### config.mk
export PLATFORM = sky130hd
export DESIGN_NAME = hazard_ctrl
export DESIGN_NICKNAME = d
export VERILOG_FILES = /design/src/rtl/hazard_ctrl.sv
export SDC_FILE = /design/constraint.sdc
export NUM_CORES = 1
export LEC_CHECK = 0
export ABC_AREA = 1
export BUFFER_PORTS_ARGS = -buffer_cell sky130_fd_sc_hd__buf_2
export CORE_ASPECT_RATIO = 1.25
export CORE_MARGIN = 5
export CORE_UTILIZATION = 50
export DETAILED_ROUTE_END_ITERATION = 16
export PLACE_DENSITY = 0.76
export SLEW_MARGIN = 20
export SYNTH_ARGS = -nofsm -noshare
export SYNTH_HDL_FRONTEND = slang
export SYNTH_SLANG_ARGS = --single-unit
### constraint.sdc
create_clock -name clk -period 3.29 [get_ports clk]
set_input_delay 0.4935 -clock clk [delete_from_list [all_inputs] [get_ports clk]]
set_output_delay 0.4935 -clock clk [all_outputs]
set_load 0.005 [all_outputs]
### src/rtl/hazard_ctrl.sv
// rtl/hazard_ctrl.sv - dual-slot pipeline hazard detection, stall/flush sequencing and perf counters
module hazard_ctrl #(
    parameter int CNT_W = 16
) (
    input  logic             clk,
    input  logic             rst,
    input  logic [4:0]       id_rs1,
    input  logic [4:0]       id_rs2,
    input  logic [4:0]       id_rsc,
    input  logic             id_branch,
    input  logic             id_jump,
    input  logic             br_taken,
    input  logic             ex_regwr,
    input  logic             ex_regwrc,
    input  logic             ex_memrd,
    input  logic [4:0]       ex_regdest,
    input  logic [4:0]       ex_regdestc,
    input  logic             mem_memrd,
    input  logic [4:0]       mem_regdest,
    input  logic             dmem_req,
    input  logic             dmem_ready,
    output logic             pc_en,
    output logic             ifid_en,
    output logic             ifid_flush,
    output logic             idex_en,
    output logic             idex_flush,
    output logic             exmem_en,
    output logic [CNT_W-1:0] stall_cycles,
    output logic [CNT_W-1:0] flush_count
);

    typedef enum logic [1:0] {RUN, STALL, MEM_WAIT} state_t;

    state_t     state, state_nx, saved, saved_nx, eff;
    logic [1:0] bubbles, bubbles_nx;
    logic [1:0] need;
    logic       lu, cx_main, cx_comp, cm, taken, freeze;
    logic       stall_inc, flush_inc;

    // r0 is hardwired zero, so it never produces a dependency
    function automatic logic hit(input logic [4:0] dest, input logic [4:0] src);
        return (dest != 5'd0) && (dest == src);
    endfunction

    // dest feeds an operand of the control-flow instruction resolved in ID
    function automatic logic cf_hit(input logic [4:0] dest, input logic br, input logic jr,
                                    input logic [4:0] rs1, input logic [4:0] rsc);
        return (jr && hit(dest, rs1)) || (br && (hit(dest, rs1) || hit(dest, rsc)));
    endfunction

    // hazard terms and bubble demand
    always_comb begin
        lu      = ex_memrd && (hit(ex_regdest, id_rs1) || hit(ex_regdest, id_rs2) ||
                               hit(ex_regdest, id_rsc));
        cx_main = ex_regwr  && cf_hit(ex_regdest,  id_branch, id_jump, id_rs1, id_rsc);
        cx_comp = ex_regwrc && cf_hit(ex_regdestc, id_branch, id_jump, id_rs1, id_rsc);
        cm      = mem_memrd && cf_hit(mem_regdest, id_branch, id_jump, id_rs1, id_rsc);
        need    = 2'd0;
        if (cx_main && ex_memrd)
            need = 2'd2;
        else if (lu || cx_main || cx_comp || cm)
            need = 2'd1;
        taken   = id_jump || (id_branch && br_taken);
        freeze  = dmem_req && !dmem_ready;
        // MEM_WAIT only parks the interrupted state; behaviour follows the parked state
        eff     = (state == MEM_WAIT) ? saved : state;
    end

    // next state and pipeline controls; freeze beats bubble beats flush
    always_comb begin
        pc_en      = 1'b1;
        ifid_en    = 1'b1;
        ifid_flush = 1'b0;
        idex_en    = 1'b1;
        idex_flush = 1'b0;
        exmem_en   = 1'b1;
        state_nx   = eff;
        saved_nx   = saved;
        bubbles_nx = bubbles;
        stall_inc  = 1'b0;
        if (rst) begin
            pc_en      = 1'b0;
            ifid_en    = 1'b0;
            idex_en    = 1'b0;
            exmem_en   = 1'b0;
            ifid_flush = 1'b1;
            idex_flush = 1'b1;
            state_nx   = RUN;
            saved_nx   = RUN;
            bubbles_nx = 2'd0;
        end else if (freeze) begin
            pc_en     = 1'b0;
            ifid_en   = 1'b0;
            idex_en   = 1'b0;
            exmem_en  = 1'b0;
            state_nx  = MEM_WAIT;
            saved_nx  = eff;
            stall_inc = 1'b1;
        end else if (eff == STALL) begin
            pc_en      = 1'b0;
            ifid_en    = 1'b0;
            idex_flush = 1'b1;
            stall_inc  = 1'b1;
            bubbles_nx = (bubbles == 2'd0) ? 2'd0 : bubbles - 2'd1;
            state_nx   = (bubbles <= 2'd1) ? RUN : STALL;
        end else if (need != 2'd0) begin
            pc_en      = 1'b0;
            ifid_en    = 1'b0;
            idex_flush = 1'b1;
            stall_inc  = 1'b1;
            bubbles_nx = need - 2'd1;
            state_nx   = (need == 2'd2) ? STALL : RUN;
        end else if (taken) begin
            ifid_flush = 1'b1;
        end
        flush_inc = ifid_flush && !rst;
    end

    // state, bubble count and saturating performance counters
    always_ff @(posedge clk or posedge rst) begin
        if (rst) begin
            state        <= RUN;
            saved        <= RUN;
            bubbles      <= 2'd0;
            stall_cycles <= '0;
            flush_count  <= '0;
        end else begin
            state   <= state_nx;
            saved   <= saved_nx;
            bubbles <= bubbles_nx;
            if (stall_inc && (stall_cycles != '1))
                stall_cycles <= stall_cycles + 1'b1;
            if (flush_inc && (flush_count != '1))
                flush_count <= flush_count + 1'b1;
        end
    end

endmodule

**Word-level counts from Yosys, hierarchy flattened**

Index checks and enable logic that the tools add are counted.
W data, S select, Z words.

- Register bits: 38
- Output and inout bits: 38
- Logic and storage cells: 101

- Add/sub/neg operators: 4
- $lt $le $gt $ge: 1
- Eq/ne operators: 13
- Multiplexer cells: 33
- Reduce and logical (&&, ||, !) cells: 45

Operators by type and width:

| kind | number |
|---|---|
| $eq A5 B5 Y1 | 7 |
| $add A16 B1 Y16 const B | 2 |
| $ne A16 B16 Y1 const B | 2 |
| $mux W2 | 13 |
| $logic_and A1 B1 Y1 | 23 |
| $mux W1 | 20 |
| $reduce_bool A5 Y1 | 3 |
| $logic_or A1 B1 Y1 | 12 |
| $eq A2 B2 Y1 const B | 2 |
| $reduce_bool A2 Y1 | 2 |
| $sub A2 B1 Y2 const B | 2 |
| $reduce_bool A3 Y1 | 1 |
| $eq A2 B1 Y1 const B | 1 |
| $le A2 B1 Y1 const B | 1 |
| $logic_not A1 Y1 | 2 |
| $logic_not A2 Y1 | 1 |
| $ne A2 B2 Y1 const B | 1 |
| $reduce_and A2 Y1 | 1 |

**Logic depth before layout (Yosys ltp)**

Gate-level depths: netlist (run 1).

- Depth in word-level cells: 18
- Gate-level depth with buffers: 16
- Depth with buffers taken out: 15

**Least setup slack after synthesis (run 1)**

No wires, ideal clock.

- Kind: input port to output port
- Start point: input ex_regdest[2]
- End point: output pc_en
- Arrival time: 1.481 ns
- Data required time: 2.796 ns
- Slack: 1.315 ns
- Stages on the path: 10
- Path buffers: 1
- Cell sequence: nor2_1 nand2_1 nor2_2 nor2_1 nand3_1 nand2_1 nand2_2 nand4_4 nor2_1 buf_4

- Word-level cells in the longest chain between the ends: 16
- Elaborated cells on any way between the ends: 26
- Those cells by class: 3 x eq/ne; 6 x mux; 17 x reduce/logical

Ends and longest elaborated chain:

| item | line | RTL |
|---|---|---|
| from (decl) | 16 | `input logic [4:0] ex_regdest,` |
| $eq A5 B5 Y1 / $reduce_bool A5 Y1 (equally long branches) | 42 | `return (dest != 5'd0) && (dest == src);` |
| $logic_and A1 B1 Y1 | 42 |  |
| $logic_or A1 B1 Y1 | 48 | `return (jr && hit(dest, rs1)) \|\| (br && (hit(dest, rs1) \|\| hit(dest, rsc)));` |
| $logic_and A1 B1 Y1 | 48 |  |
| $logic_or A1 B1 Y1 | 48 |  |
| $logic_and A1 B1 Y1 | 55 | `cx_main = ex_regwr && cf_hit(ex_regdest, id_branch, id_jump, id_rs1, id_rsc);` |
| $logic_or A1 B1 Y1 (3 in series) | 61 | `else if (lu \|\| cx_main \|\| cx_comp \|\| cm)` |
| $mux W1 | 61 |  |
| $mux W2 (*) | 59 | `if (cx_main && ex_memrd)` |
| $reduce_bool A2 Y1 (*) | 106 | `end else if (need != 2'd0) begin` |
| $mux W1 (*) (4 in series) | n/a |  |
| to (decl) | 22 | `output logic pc_en,` |

Every way passes the cells marked *; elsewhere a longest branch is shown, timed or not.

**Worst setup path in the final report (run 1)**

- Start point: input ex_regdest[0]
- End point: output idex_flush

- Word-level cells in the longest chain between the ends: 16
- Elaborated cells on any way between the ends: 26
- Those cells by class: 3 x eq/ne; 6 x mux; 17 x reduce/logical

Ends and longest elaborated chain:

| item | line | RTL |
|---|---|---|
| $eq A5 B5 Y1 / $reduce_bool A5 Y1 (equally long branches) | 42 |  |
| $logic_and A1 B1 Y1 | 42 |  |
| $logic_or A1 B1 Y1 | 48 |  |
| $logic_and A1 B1 Y1 | 48 |  |
| $logic_or A1 B1 Y1 | 48 |  |
| $logic_and A1 B1 Y1 | 55 |  |
| $logic_or A1 B1 Y1 (3 in series) | 61 |  |
| $mux W1 | 61 |  |
| $mux W2 (*) | 59 |  |
| $reduce_bool A2 Y1 (*) | 106 |  |
| $mux W1 (*) | 106 |  |
| $mux W1 (*) | 99 | `end else if (eff == STALL) begin` |
| $mux W1 (*) | 91 | `end else if (freeze) begin` |
| $mux W1 (*) | 81 | `if (rst) begin` |
| to (decl) | 26 | `output logic idex_flush,` |

Marked as above.

==> impl_metrics.json, run 1 <==
{
  "first_pass_iters": 4,
  "cts_root_buffer": "clkbuf_8",
  "antenna_cells": 0,
  "cp_top_family": "simple AND/OR/NAND/NOR gates",
  "max_stage_delay_ps": 240,
  "worstSetupPathType": "in2out",
  "worstPathCellList": "buf_2 > nor2_1 > nand2_1 > nor2_2 > nor2_1 > nand3_1 > nand2_1 > nand2_2 > nand3_4 > o21ai_1 > inv_2 > buf_2",
  "hold_buffers": 0,
  "power.leakage_nw": 1.889,
  "remaining_drc_errors": 0,
  "io-pin-count": 79,
  "final_cell_mix": "156 x nand2_1, 78 x buf_2, 45 x nor2_1",
  "endpoint_kind": "output pin",
  "max-slew-margin-rel": 0.6048,
  "gr-total-overflow": 0,
  "maxSlewViolCount": 0,
  "drtIter0Drc": 171,
  "start_kind": "primary input",
  "cts_buffer_depth": 2,
  "areaGrowthSynthToFinish_pct": 16.53,
  "cts_tree": "done",
  "fin_ws_ps": 957.6,
  "status": "finished clean",
  "synth_fp_nets": 489,
  "drive_gt1_frac": 0.2161,
  "wl_um": 7389,
  "syn_inst": 446,
  "ir_drop_mv": 0.3640,
  "worst_slew_pin_slew_ps": 588.2,
  "synth.avg_cell_area_sq_um": 6.685,
  "grt_start_max_net_pins": 36,
  "path_clk_slew_ps": 70,
  "row_count": 31,
  "cts_resized": 0,
  "power_density_nw_per_um2": 434.2,
  "gp_congestion": 0.9951,
  "grt.total_usage": 0.1966,
  "fin_crit_sh": 0.7089,
  "post_drt_wl_per_cell_um": 12.54,
  "finClkSkew_ps": 13.22,
  "viasPerCell": 5.127,
  "grt_pass1_wl_um": 12180,
  "die_w_um": 79.07,
  "antenna_found_initial": 0,
  "drv_cap": 0,
  "hp-class": "in2async",
  "ff_latch_area_sq_um": 950.9,
  "fillers": 559,
  "ant_nets": 0,
  "htree_levels": 2,
  "cp.required_ps": 2800,
  "ys_ff_latch": 38,
  "fp.dieH_um": 96.34,
  "cp_num_buf_inv": 3,
  "place.port_buffers": 78,
  "final_nets": 565,
  "setup_tns_ps": 0,
  "postCtsSetupBuffers": 0,
  "rsz0062_at_grt": "false",
  "path_max_fanout": 5,
  "place_ws_ps": 950.3,
  "fmax_mhz": 428.8,
  "cts_buffers": 5,
  "yosysWarnings": 0,
  "insertion_delay_ps": 290,
  "dpl.hpwl_um": 5879,
  "synth-seq-area-share": 0.3189,
  "arrival_ps": 1840,
  "synth_cell_types": 32,
  "start_util": 0.5125,
  "layout_commonest_cell": "nand2_1",
  "cts_sinks": 38,
  "finalSetupViolations": 0,
  "dieArea_sq_um": 7617,
  "multi_input_comb_area_sq_um": 1742,
  "hold_violations": 0,
  "vias": 3020,
  "core_area_sq_um": 5818,
  "grt_pass1_vias": 2812,
  "cpMaxStageDelayCell": "o21ai_1",
  "fin_crit_ps": 2332,
  "netlist_area_sq_um": 2982
}
## layer usage
| metal | up-vias | track usage | share of wire | routed length (um) |
|---|---|---|---|---|
| met5 | - | 0 | 0 | 0 |
| met4 | 0 | 0.05301 | 0.011 | 78 |
| met3 | 7 | 0.03184 | 0.048 | 353 |
| met2 | 69 | 0.3743 | 0.51 | 3801 |
| met1 | 1383 | 0.2263 | 0.43 | 3155 |
| li1 | 1561 | - | - | - |
## power by group
part           total, mW  internal [mW]  switching [mW]
registers          0.659          0.556           0.102
clock network      0.338          0.169           0.170
logic              0.512          0.211           0.300
total               1.51          0.936           0.572
## per-stage QoR
step / cell area (sq um) / instances / total power [mW] / util / hold WS, ps
floorplan: 2982 / 446 / 0.9806 / - / 453.3
global placement: 3379 / 581 / 1.165 / 0.5809 / 475.1
detailed placement: 3379 / 581 / 1.182 / 0.5809 / 483.2
CTS: 3475 / 589 / 1.525 / 0.5972 / 289.4
global route: 3475 / 589 / 1.617 / 0.5972 / 308.4
finish: 3475 / 589 / 1.509 / 0.5972 / 287.6
## area by class of cell
type	count	area share
Multi-Input combinational cell	343	0.5013
Timing Repair Buffer	79	0.1145
Inverter	55	0.05942
Sequential cell	38	0.2737
Clock buffer	6	0.02377
Clock inverter	2	0.003601
Tap cell	66	0.02377
## flip-flops by register name (all words and copies together) (netlist names)
register,cells
state,2
flush_count,16
bubbles,2
saved,2
stall_cycles,16
## worst reg2reg max path, stage by stage, from the launching register on
cell,delay (ps)
dfrtp_1,410
ha_1,230
nand3_2,130
nor3b_2,330
nand3b_1,150
nor2_1,130
nand2_2,210
nand4_4,290
nand2_1,80
nand2_1,60
## final timing paths
path,end,from,depth (start not counted),slack (ps)
max in group asynchronous,state[1]$_DFF_PP0_,rst,3,2180
worst max register to register,flush_count[0]$_DFFE_PP0P_,flush_count[0]$_DFFE_PP0P_,9,1200
worst min register to register,saved[1]$_DFFE_PP0N_,saved[1]$_DFFE_PP0N_,2,500
min in group clk,saved[1]$_DFFE_PP0N_,saved[1]$_DFFE_PP0N_,2,500
worst min-delay path,bubbles[0]$_DFFE_PP0P_,rst,2,290
worst max-delay path,idex_flush,ex_regdest[0],12,960
## synth_stat cells, drive strengths merged
library cell / count / area [sq um]
nand2: 160 / 610.6
inv: 54 / 202.7
nor2: 48 / 197.7
dfrtp: 38 / 950.9
nand3: 32 / 177.7
nand4: 23 / 173.9
xor2: 22 / 192.7
o21ai: 20 / 100.1
xnor2: 15 / 131.4
buf: 10 / 82.57
nor3: 10 / 55.05
a21oi: 4 / 20.02
ha: 2 / 25.02
a41oi: 1 / 8.760
and3b: 1 / 8.760
clkinv: 1 / 3.750
nand3b: 1 / 7.510
nor3b: 1 / 12.51
nor4: 1 / 6.260
o31ai: 1 / 7.510
or2: 1 / 6.260
## cells by family after synthesis
| family | share of synthesized area |
|---|---|
| buffers and inverters | 0.09693 |
| AOI/OAI and AO/OA | 0.04574 |
| xor gates and xnor gates | 0.1087 |
| and+or+nand+nor | 0.4213 |
| DFF | 0.3189 |
| adders and majority gates | 0.008391 |
No activity file was read; power rests on OpenSTA's default activity.
==> run 2: changes to the inputs <==
--- a/config.mk
+++ b/config.mk
@@ -9,9 +9,9 @@
 export BUFFER_PORTS_ARGS = -buffer_cell sky130_fd_sc_hd__buf_2
 export CORE_ASPECT_RATIO = 1.25
 export CORE_MARGIN = 5
-export CORE_UTILIZATION = 50
+export CORE_UTILIZATION = 48
 export DETAILED_ROUTE_END_ITERATION = 16
-export PLACE_DENSITY = 0.76
+export PLACE_DENSITY = 0.77
 export SLEW_MARGIN = 20
 export SYNTH_ARGS = -nofsm -noshare
 export SYNTH_HDL_FRONTEND = slang
==> constraint.sdc (replaced) <==
create_clock -name clk -period 2.05 [get_ports clk]
set_input_delay 0.3075 -clock clk [delete_from_list [all_inputs] [get_ports clk]]
set_output_delay 0.3075 -clock clk [all_outputs]
set_load 0.005 [all_outputs]
==> run 2 against run 1 <==
  * Flip-flop and latch count is the same
  * Core utilization shrank 1.2 points
  * Critical path depth shrank 4
  * Cell count grew 4.6%
==> impl_metrics.json, run 2 (synthesized netlist as in run 1, its figures left out) <==
{
  "status": "finished clean",
  "stdcell_count": 616,
  "place.port_buffers": 78,
  "path_max_fanout": 4,
  "io-pin-count": 79,
  "power_density_nw_per_um2": 685.5,
  "cp.required_ps": 1740,
  "place_ws_ps": 74.23,
  "remaining_drc_errors": 0,
  "dieArea_sq_um": 7898,
  "reg2regPathDepth": 9,
  "dpl.cell_count": 607,
  "start_util": 0.4867,
  "grt_pass1_wl_um": 12810,
  "row_count": 32,
  "cts_tree": "done",
  "power.leakage_nw": 1.932,
  "drive_gt1_frac": 0.2373,
  "grt_start_max_net_pins": 27,
  "maxSlewViolCount": 0,
  "hold_violations": 0,
  "arrival_ps": 1640,
  "path_clk_slew_ps": 80,
  "worstReg2RegStart": "stall_cycles[0]$_DFFE_PP0P_",
  "drtIter0Drc": 124,
  "utilization": 0.5854,
  "die_w_um": 80.50,
  "ant_nets": 0,
  "max-slew-margin-rel": 0.7210,
  "start_kind": "register",
  "htree_levels": 2,
  "worst_slew_pin_slew_ps": 418.5,
  "grt_pass1_vias": 2946,
  "endpoint_kind": "output pin",
  "crit_end": "pc_en",
  "finClkSkew_ps": 6.704,
  "gp_congestion": 0.9867,
  "cts_root_buffer": "clkbuf_8",
  "antenna_found_initial": 0,
  "ir_drop_mv": 0.5591,
  "final_nets": 573,
  "finalSetupViolations": 0,
  "drv_cap": 0,
  "layout_commonest_cell": "nand2_1",
  "viasPerCell": 4.964,
  "worstSetupPathType": "reg2out",
  "rrSetupSlack_ps": 200,
  "core_area_sq_um": 6126,
  "hp-class": "in2async",
  "cts_buffers": 5,
  "vias": 3058,
  "largestRegisters": "flush_count (16), stall_cycles (16)",
  "cts_sinks": 38,
  "gr-total-overflow": 0,
  "fp.dieH_um": 98.12,
  "grt.total_usage": 0.2001,
  "hold_ws_ps": 175.8,
  "dpl.hpwl_um": 5865,
  "cts_buffer_depth": 2,
  "antenna_cells": 0,
  "power_mw": 2.458,
  "insertion_delay_ps": 300,
  "crit_start": "state[1]$_DFF_PP0_",
  "r2r-end": "stall_cycles[5]$_DFFE_PP0P_",
  "fin_crit_ps": 1952,
  "fmax_mhz": 512.2,
  "first_pass_iters": 4,
  "fin_crit_sh": 0.9523,
  "post_drt_wl_per_cell_um": 12.22,
  "areaGrowthSynthToFinish_pct": 20.27,
  "final_cell_mix": "155 x nand2_1, 78 x buf_2, 43 x nor2_1",
  "fin_ws_ps": 97.80,
  "wl_um": 7526
}
## run 2: routing by layer
layer	routed length, um	vias up	GRT usage
met5	0	-	0
met4	187	0	0.08062
met3	412	18	0.04151
met2	3664	85	0.3304
met1	3261	1380	0.2523
li1	-	1575	-
## run 2: layout make-up
class,instances,area (sq um)
well taps,85,106.4
inverters,55,206.4
clock inverters,2,12.51
clock buffers,6,82.58
repair buffers,87,460.4
fillers,608,2540
flip-flops and latches,38,950.9
multi-input cells,343,1767
## run 2: metrics by stage
step                      setup TNS, ps  cell area [sq um]
after floorplan                       0               2982
after global placement                0               3456
after detailed placement              0               3456
after CTS                             0               3570
after global routing            -0.2500               3586
final                                 0               3586
## run 2: worst max-delay path: stages, from the launching register on
cell	delay, ps
dfrtp_1	400
a21oi_2	170
inv_2	60
nand2_2	90
inv_2	60
nor2_4	120
nand4_4	160
nor2_2	160
buf_2	140
## run 2: worst min-delay path by stage
stage | endpoint | slack (ps)
after floorplan | state[1]$_DFF_PP0_ | 400
after global placement | saved[0]$_DFFE_PP0N_ | 290
after detailed placement | saved[0]$_DFFE_PP0N_ | 300
after CTS | bubbles[0]$_DFFE_PP0P_ | 180
after global routing | bubbles[0]$_DFFE_PP0P_ | 200
final | bubbles[0]$_DFFE_PP0P_ | 180
## run 2: what timing repair did
item,4_1_cts,5_1_grt
pin swaps,0,0
hold buffers,1,0
endpoints found under the hold margin,4,0
setup buffers,0,0
endpoints found under the setup margin,3,4
gates resized for setup,3,4
## run 2: power breakdown
group / leakage, nW / switching, mW / internal [mW] / total [mW]
clock network: 0.0472 / 0.286 / 0.271 / 0.557
logic: 1.38 / 0.489 / 0.354 / 0.843
registers: 0.509 / 0.165 / 0.893 / 1.06
total: 1.93 / 0.941 / 1.52 / 2.46
==> run 3: changes to the inputs <==
--- a/config.mk
+++ b/config.mk
@@ -5,13 +5,12 @@
 export SDC_FILE = /design/constraint.sdc
 export NUM_CORES = 1
 export LEC_CHECK = 0
-export ABC_AREA = 1
 export BUFFER_PORTS_ARGS = -buffer_cell sky130_fd_sc_hd__buf_2
 export CORE_ASPECT_RATIO = 1.25
 export CORE_MARGIN = 5
-export CORE_UTILIZATION = 48
+export CORE_UTILIZATION = 46
 export DETAILED_ROUTE_END_ITERATION = 16
-export PLACE_DENSITY = 0.77
+export PLACE_DENSITY = 0.76
 export SLEW_MARGIN = 20
 export SYNTH_ARGS = -nofsm -noshare
 export SYNTH_HDL_FRONTEND = slang
==> run 3 against run 2 <==
  * The flow now finishes with violations (negative setup slack)
  * Sequential share of layout area grew 0.60 points
  * Combinational power shrank 7.5%
  * Global-route usage grew 0.33 points
  * Die area shrank 12%
  * Clock power grew 8.8%
  * Cell area shrank 2.2%
  * Routed wire length shrank 10%
==> impl_metrics.json, run 3 <==
{
  "status": "finished with violations",
  "violations": "negative setup slack",
  "drive_gt1_frac": 0.3965,
  "netlist_area_sq_um": 2482,
  "wl_um": 6755,
  "worst_slew_pin_slew_ps": 323.1,
  "gp_congestion": 0.9293,
  "io-pin-count": 79,
  "synth.area.top_cells": "dfrtp_1 38%, xor2_1 12%, xnor2_1 10%",
  "worstReg2RegStart": "state[0]$_DFF_PP0_",
  "hold_ws_ps": 23.30,
  "cts_tree": "done",
  "grt_start_max_net_pins": 23,
  "grt_pass1_wl_um": 11350,
  "cp_num_cells": 7,
  "arrival_ps": 1890,
  "yosysWarnings": 0,
  "grt_pass1_vias": 2529,
  "ant_nets": 0,
  "grt.total_usage": 0.2033,
  "ys_async_sr_fraction": 1.000,
  "fin_ws_ps": -145.8,
  "cts_buffers": 5,
  "antenna_found_initial": 0,
  "post_drt_wl_per_cell_um": 14.68,
  "dieArea_sq_um": 6975,
  "viasPerCell": 5.407,
  "fmax_mhz": 455.4,
  "fin_crit_ps": 2196,
  "gr-total-overflow": 0,
  "row_count": 30,
  "areaGrowthSynthToFinish_pct": 41.28,
  "yosysTopAreaCellShare": 0.3831,
  "worstSetupPathType": "in2out",
  "finalSetupViolations": 11,
  "die_w_um": 75.71,
  "syn_inst": 267,
  "antenna_cells": 0,
  "largestRegisters": "flush_count (16), stall_cycles (16)",
  "place.port_buffers": 78,
  "endpoint_kind": "output pin",
  "power_mw": 2.333,
  "max_stage_delay_ps": 540,
  "crit_end": "ifid_flush",
  "synth_edf_count": 0,
  "cts_sinks": 38,
  "place_ws_ps": -284.8,
  "ys.flop_type": "dfrtp_1",
  "htree_levels": 2,
  "start_kind": "primary input",
  "r2r-end": "flush_count[14]$_DFFE_PP0P_",
  "power.leakage_nw": 1.755,
  "crit_start": "mem_regdest[1]",
  "layout_commonest_cell": "buf_2",
  "remaining_drc_errors": 0,
  "start_util": 0.4657,
  "finClkSkew_ps": 8.595,
  "rrSetupSlack_ps": 90,
  "power_density_nw_per_um2": 665.3,
  "max-slew-margin-rel": 0.7836,
  "cp_num_buf_inv": 2,
  "final_nets": 438,
  "stdcell_count": 460,
  "hold_violations": 0,
  "reg2regPathDepth": 8,
  "core_area_sq_um": 5330,
  "setup_tns_ps": -913.9,
  "yosys.cell_count.top_type": "dfrtp_1",
  "synth_common_cells": "38 x dfrtp_1, 34 x xor2_1, 29 x xnor2_1",
  "insertion_delay_ps": 290,
  "synth_cell_types": 47,
  "cts_buffer_depth": 2,
  "dpl.hpwl_um": 5255,
  "hp-class": "in2async",
  "path_clk_slew_ps": 70,
  "cp.required_ps": 1740,
  "path_max_fanout": 4,
  "cp_top_family": "simple AND/OR/NAND/NOR gates",
  "yosysTopAreaCell": "dfrtp_1",
  "fin_crit_sh": 1.071,
  "rsz0062_at_grt": "true",
  "synth.avg_cell_area_sq_um": 9.297,
  "ys_ff_latch": 38,
  "fp.dieH_um": 92.13,
  "first_pass_iters": 4,
  "vias": 2487,
  "synth_fp_nets": 310,
  "maxSlewViolCount": 0,
  "cts_root_buffer": "clkbuf_8",
  "ir_drop_mv": 0.2271,
  "cpMaxStageDelayCell": "or4_4",
  "dpl.cell_count": 448,
  "drv_cap": 0,
  "worstPathCellList": "buf_6 > or4_4 > o221ai_4 > a2bb2oi_4 > nand4b_4 > o31ai_2 > buf_2",
  "synth-seq-area-share": 0.3831,
  "drtIter0Drc": 95,
  "final_cell_mix": "76 x buf_2, 51 x buf_4, 38 x dfrtp_1"
}
-- run 3: changes by cell type after synthesis, moves of 5 or more --
cell / delta
nand2_1: -136
inv_2: -12
and2_1: +5
nand4_1: -13
inv_1: -40
xnor2_1: +14
and3_1: +8
o21ai_1: -5
nand3_1: -22
nor3_1: +5
nor2_1: -23
xor2_1: +12
-- run 3: area by class of cell --
type / instances / area [sq um]
Inverter: 3 / 12.51
Sequential cell: 38 / 950.9
Timing Repair Buffer: 130 / 797.0
Multi-Input combinational cell: 217 / 1556
Clock buffer: 8 / 110.1
Fill cell: 425 / 1823
Tap cell: 64 / 80.08
-- run 3: cell families (layout without fill, tap and decap cells) --
family,Yosys count,count (layout),share of synthesized area
buf+inv,12,141,0.02520
flops,38,38,0.3831
mux,4,4,0.01764
xor+xnor,63,63,0.2223
simple gates,104,104,0.2253
compound gates,44,44,0.1164
fa+ha+maj,2,2,0.01008
-- run 3: metal layers --
layer | part of all wire | vias up | track usage
li1 | - | 1198 | -
met1 | 0.40 | 1176 | 0.2490
met2 | 0.50 | 99 | 0.3487
met3 | 0.075 | 14 | 0.03618
met4 | 0.020 | 0 | 0.06851
met5 | 0 | - | 0
-- run 3: what timing repair did --
item / CTS / global route
gates resized for setup: 4 / 9
pin swaps: 3 / 3
buffers inserted: 4 / 0
endpoints found under the setup margin: 4 / 21
hold buffers: 0 / 0
-- run 3: worst min path at each step --
stage	from	endpoint	slack, ps	depth (start not counted)
3_5_place_dp	rst	stall_cycles[6]$_DFFE_PP0P_	330	2
3_3_place_gp	rst	stall_cycles[5]$_DFFE_PP0P_	320	2
6_report	rst	state[1]$_DFF_PP0_	20	2
5_1_grt	rst	stall_cycles[5]$_DFFE_PP0P_	30	2
2_1_floorplan	flush_count[9]$_DFFE_PP0P_	flush_count[9]$_DFFE_PP0P_	480	1
4_1_cts	rst	stall_cycles[6]$_DFFE_PP0P_	20	2
-- run 3: power by group --
part	total, mW	internal [mW]	switching [mW]
clock	0.606	0.340	0.266
combinational	0.780	0.406	0.375
sequential	0.947	0.855	0.0927
total	2.33	1.60	0.733
-- run 3: metrics by stage --
step           utilization  cell area [sq um]
5_1_grt             0.6580               3507
6_report            0.6580               3507
2_1_floorplan            -               2516
4_1_cts             0.6469               3448
3_5_place_dp        0.6169               3288
3_3_place_gp        0.6169               3288
